File: src/rtl/pl_ifid_queue_pkg.sv
// Shared pipeline constants and small elaboration helpers.
package pl_pkg;
  localparam int WORD = 32;
  localparam logic [WORD-1:0] NOP_INST = '0;

  // Pointer width for a queue of d entries; never below one bit.
  function automatic int ptr_w(input int d);
    return (d > 1) ? $clog2(d) : 1;
  endfunction
endpackage

File: src/rtl/pl_ifid_queue_if.sv
// Fetch/decode side of the IF/ID queue: push handshake, pop strobe, head view.
interface pl_ifid_if
  import pl_pkg::*;
#(
  parameter int WIDTH = WORD,
  parameter int DEPTH = 4
) ();
  logic                   flush;
  logic                   in_valid;
  logic                   in_ready;
  logic [WIDTH-1:0]       pc4;
  logic [WIDTH-1:0]       ins;
  logic                   wpcir;
  logic                   out_valid;
  logic [WIDTH-1:0]       dpc4;
  logic [WIDTH-1:0]       inst;
  logic [$clog2(DEPTH):0] count;

  modport master (
    output flush, in_valid, pc4, ins, wpcir,
    input  in_ready, out_valid, dpc4, inst, count
  );

  modport slave (
    input  flush, in_valid, pc4, ins, wpcir,
    output in_ready, out_valid, dpc4, inst, count
  );
endinterface

File: src/rtl/pl_ifid_queue_mem.sv
// DEPTH x DW register array: synchronous write, asynchronous read, no reset.
module pl_fifo_mem
  import pl_pkg::*;
#(
  parameter int DEPTH = 4,
  parameter int DW    = 2 * WORD,
  parameter int AW    = ptr_w(DEPTH)
) (
  input  logic          clock,
  input  logic          we,
  input  logic [AW-1:0] waddr,
  input  logic [DW-1:0] wdata,
  input  logic [AW-1:0] raddr,
  output logic [DW-1:0] rdata
);
  logic [DW-1:0] mem [DEPTH];

  // Storage write; contents survive reset and flush on purpose.
  always_ff @(posedge clock) begin
    if (we) mem[waddr] <= wdata;
  end

  assign rdata = mem[raddr];
endmodule

File: src/rtl/pl_ifid_queue.sv
// IF/ID decoupling queue: fetch pushes {pc4, ins}, decode pops on wpcir.
// Flush clears occupancy and pointers; outputs depend on registered state only.
module pl_ifid_queue
  import pl_pkg::*;
#(
  parameter int               WIDTH  = WORD,
  parameter int               DEPTH  = 4,
  parameter logic [WIDTH-1:0] BUBBLE = NOP_INST
) (
  input logic     clock,
  input logic     reset,
  pl_ifid_if.slave q
);
  localparam int PW = ptr_w(DEPTH);
  localparam int CW = $clog2(DEPTH) + 1;
  localparam logic [CW-1:0] FULL = CW'(DEPTH);

  if (DEPTH < 2 || (DEPTH & (DEPTH - 1)) != 0) begin : g_bad_depth
    $error("pl_ifid_queue: DEPTH must be a power of two >= 2");
  end

  logic [PW-1:0]      wr_ptr, rd_ptr;
  logic [CW-1:0]      count;
  logic               push, pop;
  logic [2*WIDTH-1:0] rdata;

  // Full blocks pushes even when a pop lands in the same cycle.
  assign q.in_ready  = (count != FULL);
  assign q.out_valid = (count != '0);
  assign push = q.in_valid & q.in_ready & ~q.flush;
  assign pop  = q.wpcir & q.out_valid & ~q.flush;

  // Pointer/occupancy control: reset > flush > push/pop.
  always_ff @(posedge clock) begin
    if (reset || q.flush) begin
      wr_ptr <= '0;
      rd_ptr <= '0;
      count  <= '0;
    end else begin
      if (push) wr_ptr <= wr_ptr + 1'b1;
      if (pop)  rd_ptr <= rd_ptr + 1'b1;
      count <= count + CW'(push) - CW'(pop);
    end
  end

  pl_fifo_mem #(
    .DEPTH(DEPTH),
    .DW   (2 * WIDTH),
    .AW   (PW)
  ) u_mem (
    .clock(clock),
    .we   (push & ~reset),
    .waddr(wr_ptr),
    .wdata({q.pc4, q.ins}),
    .raddr(rd_ptr),
    .rdata(rdata)
  );

  assign q.count = count;
  assign q.dpc4  = q.out_valid ? rdata[2*WIDTH-1:WIDTH] : '0;
  assign q.inst  = q.out_valid ? rdata[WIDTH-1:0]       : BUBBLE;
endmodule
File: src/flat_wrapper.sv
// flat-port wrapper written by rule: the top's interface ports become plain ports
module pl_ifid_queue_flat import pl_pkg::*;
#(
  parameter int               WIDTH  = WORD,
  parameter int               DEPTH  = 4,
  parameter logic [WIDTH-1:0] BUBBLE = NOP_INST
)
  (clock, reset, q_flush, q_in_valid, q_pc4, q_ins, q_wpcir, q_in_ready, q_out_valid, q_dpc4, q_inst, q_count);
  pl_ifid_if #(.WIDTH(WIDTH), .DEPTH(DEPTH)) q_i ();
  input logic clock;
  input logic reset;
  input wire logic [$bits(q_i.flush)-1:0] q_flush;
  input wire logic [$bits(q_i.in_valid)-1:0] q_in_valid;
  input wire logic [$bits(q_i.pc4)-1:0] q_pc4;
  input wire logic [$bits(q_i.ins)-1:0] q_ins;
  input wire logic [$bits(q_i.wpcir)-1:0] q_wpcir;
  output wire logic [$bits(q_i.in_ready)-1:0] q_in_ready;
  output wire logic [$bits(q_i.out_valid)-1:0] q_out_valid;
  output wire logic [$bits(q_i.dpc4)-1:0] q_dpc4;
  output wire logic [$bits(q_i.inst)-1:0] q_inst;
  output wire logic [$bits(q_i.count)-1:0] q_count;
  assign q_i.flush = q_flush;
  assign q_i.in_valid = q_in_valid;
  assign q_i.pc4 = q_pc4;
  assign q_i.ins = q_ins;
  assign q_i.wpcir = q_wpcir;
  assign q_in_ready = q_i.in_ready;
  assign q_out_valid = q_i.out_valid;
  assign q_dpc4 = q_i.dpc4;
  assign q_inst = q_i.inst;
  assign q_count = q_i.count;
  pl_ifid_queue #(.WIDTH(WIDTH), .DEPTH(DEPTH), .BUBBLE(BUBBLE)) u_core (.clock(clock), .reset(reset), .q(q_i));
endmodule
File: config.mk
export PLATFORM = sky130hd
export DESIGN_NAME = pl_ifid_queue_flat
export DESIGN_NICKNAME = d
export VERILOG_FILES = /design/src/rtl/pl_ifid_queue_pkg.sv /design/src/rtl/pl_ifid_queue_if.sv /design/src/rtl/pl_ifid_queue_mem.sv /design/src/rtl/pl_ifid_queue.sv /design/src/flat_wrapper.sv
export SDC_FILE = /design/constraint.sdc
export NUM_CORES = 1
export LEC_CHECK = 0
export CORE_MARGIN = 2
export CORE_UTILIZATION = 50
export DETAILED_ROUTE_END_ITERATION = 8
export PLACE_DENSITY_LB_ADDON = 0.05
export SETUP_SLACK_MARGIN = 0.5
export SLEW_MARGIN = 5
export SYNTH_ARGS = -nofsm -noshare
export SYNTH_HDL_FRONTEND = slang
export SYNTH_SLANG_ARGS = --single-unit
File: constraint.sdc
create_clock -name clock -period 8.2 [get_ports clock]
set_input_delay 1.64 -clock clock [delete_from_list [all_inputs] [get_ports clock]]
set_output_delay 1.64 -clock clock [all_outputs]
set_load 0.02 [all_outputs]
==> summary.txt <==
Antenna violations before repair = 1
DR DRC count = 0
R2R Path Start = u_core.q.count[1]
WS Path Type = register to output port
Post-route worst setup slack = 3.253 ns
Rel. slew slack = 0.3291
WL final = 18,640 um
Worst vdd ir = 0.0001520 V
R2r endpoint = u_core.q.count[2]
Post-Syn Nets = 531
Cell taking the most area after synthesis = edfxtp_1
Final min period = 4.947 ns
Max Slew Vio Count = 0
Final hold vios = 0
CP Launch Type = register
Total grt overflow = 0
Area Growth Syn to Fin = 23.36%
Vias in the first global route = 5,215
Routed WL per cell = 20.85 um
RSZ-0062 raised after global routing = false
Crit Path Max Fanout = 38
CP arrival = 3.31 ns
Worst Path Required = 6.56 ns
Setup violations, final = 0
I/O Pins = 138
Synth unique cells = 25
Die Y = 147.0 um
Measured slew at the worst slew-check pin = 1.006 ns
Antenna cells = 0
DPL Wire Length = 10,320 um
Status = completed
P_leak = 3.982 nW
HP Class = register to register
Setup Buffers After CTS = 0
Max Fclk = 0.2022 GHz
Width of the die = 147.0 um
Final instance area = 12,610 um^2
Port bufs = 137
Max-cap violations = 0
Syn Area/Cell = 22.46 um^2
CTS Buf Count = 27
Flops & latches, synth = 265
Initial Utilization = 0.5068
Reg-to-reg setup timing slack = 5.91 ns
Via density = 5.427
Vias = 4,852
Share of cells above drive strength 1 = 0.1731
Gr usage total = 0.1750
Synthesized area = 10,220 um^2
Top-area cell type share of the netlist area = 0.7521
Post-route ant nets = 0
Worst Hold Path Cells = 2
Final setup TNS = 0 ns
Die area = 21,600 um^2
Core Region = 20,170 um^2
Post-synthesis sequential area ratio = 0.7697
CTS clock-pin slew for the worst setup and hold paths = 0.06 ns
CTS Hold Bufs = 0
CTS root buf = clkbuf_16
Nets = 685
Routability Congestion = 0.7481
PD cells = 217.8 nW/um^2
Worst slack, placed = 3.685 ns
Power Total = 2.746 mW
Synth top area cells = edfxtp_1 75%, mux4_2 13%, and2_1 4.0%, dfxtp_1 1.8%, buf_12 1.2%
Router iterations before antenna repair = 6
Critical path destination = q_dpc4[29]
Tcrit/Tclk final = 0.6033
Cells after synthesis = 455
Post-CTS sizing = 0
CTS tree = yes
Maximum clock path buffer count = 3
Synth warn = 0
Clk_skew = 0.006205 ns
Path depth of the worst reg2reg path = 10
Sink Count = 265
Clock Latency Late Sink = 0.52 ns
CP endpoint kind = output port
DRT iter0 DRCs = 215
Pin count of the biggest net entering global routing = 66
Number of H-tree levels = 1
Post-DP Area = 11,840 um^2
Hold_ws = 0.5132 ns
Row cnt = 52
Global-route wire length before repair = 28,590 um
power breakdown:
| part | internal, mW | leakage (nW) | switching [mW] | total, mW |
|---|---|---|---|---|
| logic | 0.0839 | 1.22 | 0.0768 | 0.161 |
| registers | 1.50 | 2.39 | 0.00551 | 1.50 |
| clock network | 0.625 | 0.373 | 0.457 | 1.08 |
| total | 2.21 | 3.98 | 0.539 | 2.75 |
worst max-delay path, cell delays in order (launching register included):
cell	delay (ns)
dfxtp_4	0.70
buf_4	0.72
mux4_2	0.60
and2_1	0.20
clkdlybuf4s50_1	0.55
final cells by class:
type	instances	area [um^2]
fillers	1445	7561
clock buffers	32	694.4
well taps	270	337.8
inverters	6	22.52
multi-input cells	162	2156
clock inverters	12	76.32
flip-flops and latches	265	7875
repair buffers	147	1446
cells by family (layout without fill, tap and decap cells):
logic type | after synthesis | count (layout) | share of synthesized area
adders and majority gates | 7 | 7 | 0.009303
xor gates and xnor gates | 4 | 4 | 0.003428
muxes | 66 | 66 | 0.1444
and+or+nand+nor | 83 | 83 | 0.05007
buffers and inverters | 28 | 197 | 0.02142
DFF | 265 | 265 | 0.7697
AOI/OAI and AO/OA | 2 | 2 | 0.001592
stage by stage:
| step | utilization | std cells |
|---|---|---|
| 6_report | 0.6251 | 894 |
| 3_5_place_dp | 0.5869 | 850 |
| 3_3_place_gp | 0.5869 | 850 |
| 2_1_floorplan | - | 455 |
| 4_1_cts | 0.6251 | 894 |
| 5_1_grt | 0.6251 | 894 |
synth_stat cells:
master	count
o31ai_1	1
edfxtp_1	256
nor2_1	2
or3_1	1
o311ai_0	1
nand3b_2	1
mux4_2	60
dfxtp_1	9
buf_12	6
clkbuf_1	8
clkbuf_2	1
buf_2	6
buf_6	1
nand2_1	4
nor3b_1	4
mux4_1	4
mux2i_1	2
inv_1	6
or3b_2	1
and2_1	66
xnor2_1	2
nor3_1	4
xor2_1	2
ha_1	6
fa_1	1
sequential cells by signal, indices dropped and copies added (netlist names), named ones only:
register and flops:
u_core.rd_ptr 2, u_core.u_mem.mem 256, u_core.q.count 3, u_core.wr_ptr 2
cell usage in the layout (no fill, tap or decap):
cell type and n:
edfxtp_1 256, and2_1 66, fa_1 1, dfxtp_1 7, clkinv_4 1, mux4_2 60, xnor2_1 2, clkdlybuf4s50_1 137
or3_2 1, inv_1 6, nand2_1 4, dfxtp_4 2, o31ai_1 1, clkinv_1 10, xor2_1 2, mux2i_1 2
nand3b_2 1, nor3_1 4, buf_4 10, clkbuf_1 5, ha_1 6, nor3b_2 4, o311ai_0 1, nor2_1 2
clkbuf_16 27, mux4_1 4, or3b_2 1, bufinv_16 1
metal layers:
| metal | vias up | global-route usage | wire length (um) |
|---|---|---|---|
| met4 | 2 | 0.04615 | 289 |
| met5 | - | 0 | 13 |
| li1 | 2151 | - | - |
| met2 | 137 | 0.2904 | 9170 |
| met1 | 2531 | 0.2404 | 8046 |
| met3 | 31 | 0.03789 | 1117 |
how the worst min path moves through the flow:
stage                           startpoint                to  slack [ns]
after floorplan           u_core.wr_ptr[1]  u_core.wr_ptr[1]        0.47
after global placement    u_core.wr_ptr[1]  u_core.wr_ptr[1]        0.48
after detailed placement  u_core.wr_ptr[0]  u_core.wr_ptr[0]        0.51
after CTS                 u_core.wr_ptr[0]  u_core.wr_ptr[0]        0.52
after global routing      u_core.wr_ptr[0]  u_core.wr_ptr[0]        0.55
final                     u_core.wr_ptr[0]  u_core.wr_ptr[0]        0.51
Note: power is estimated with default switching activity, not from simulation.
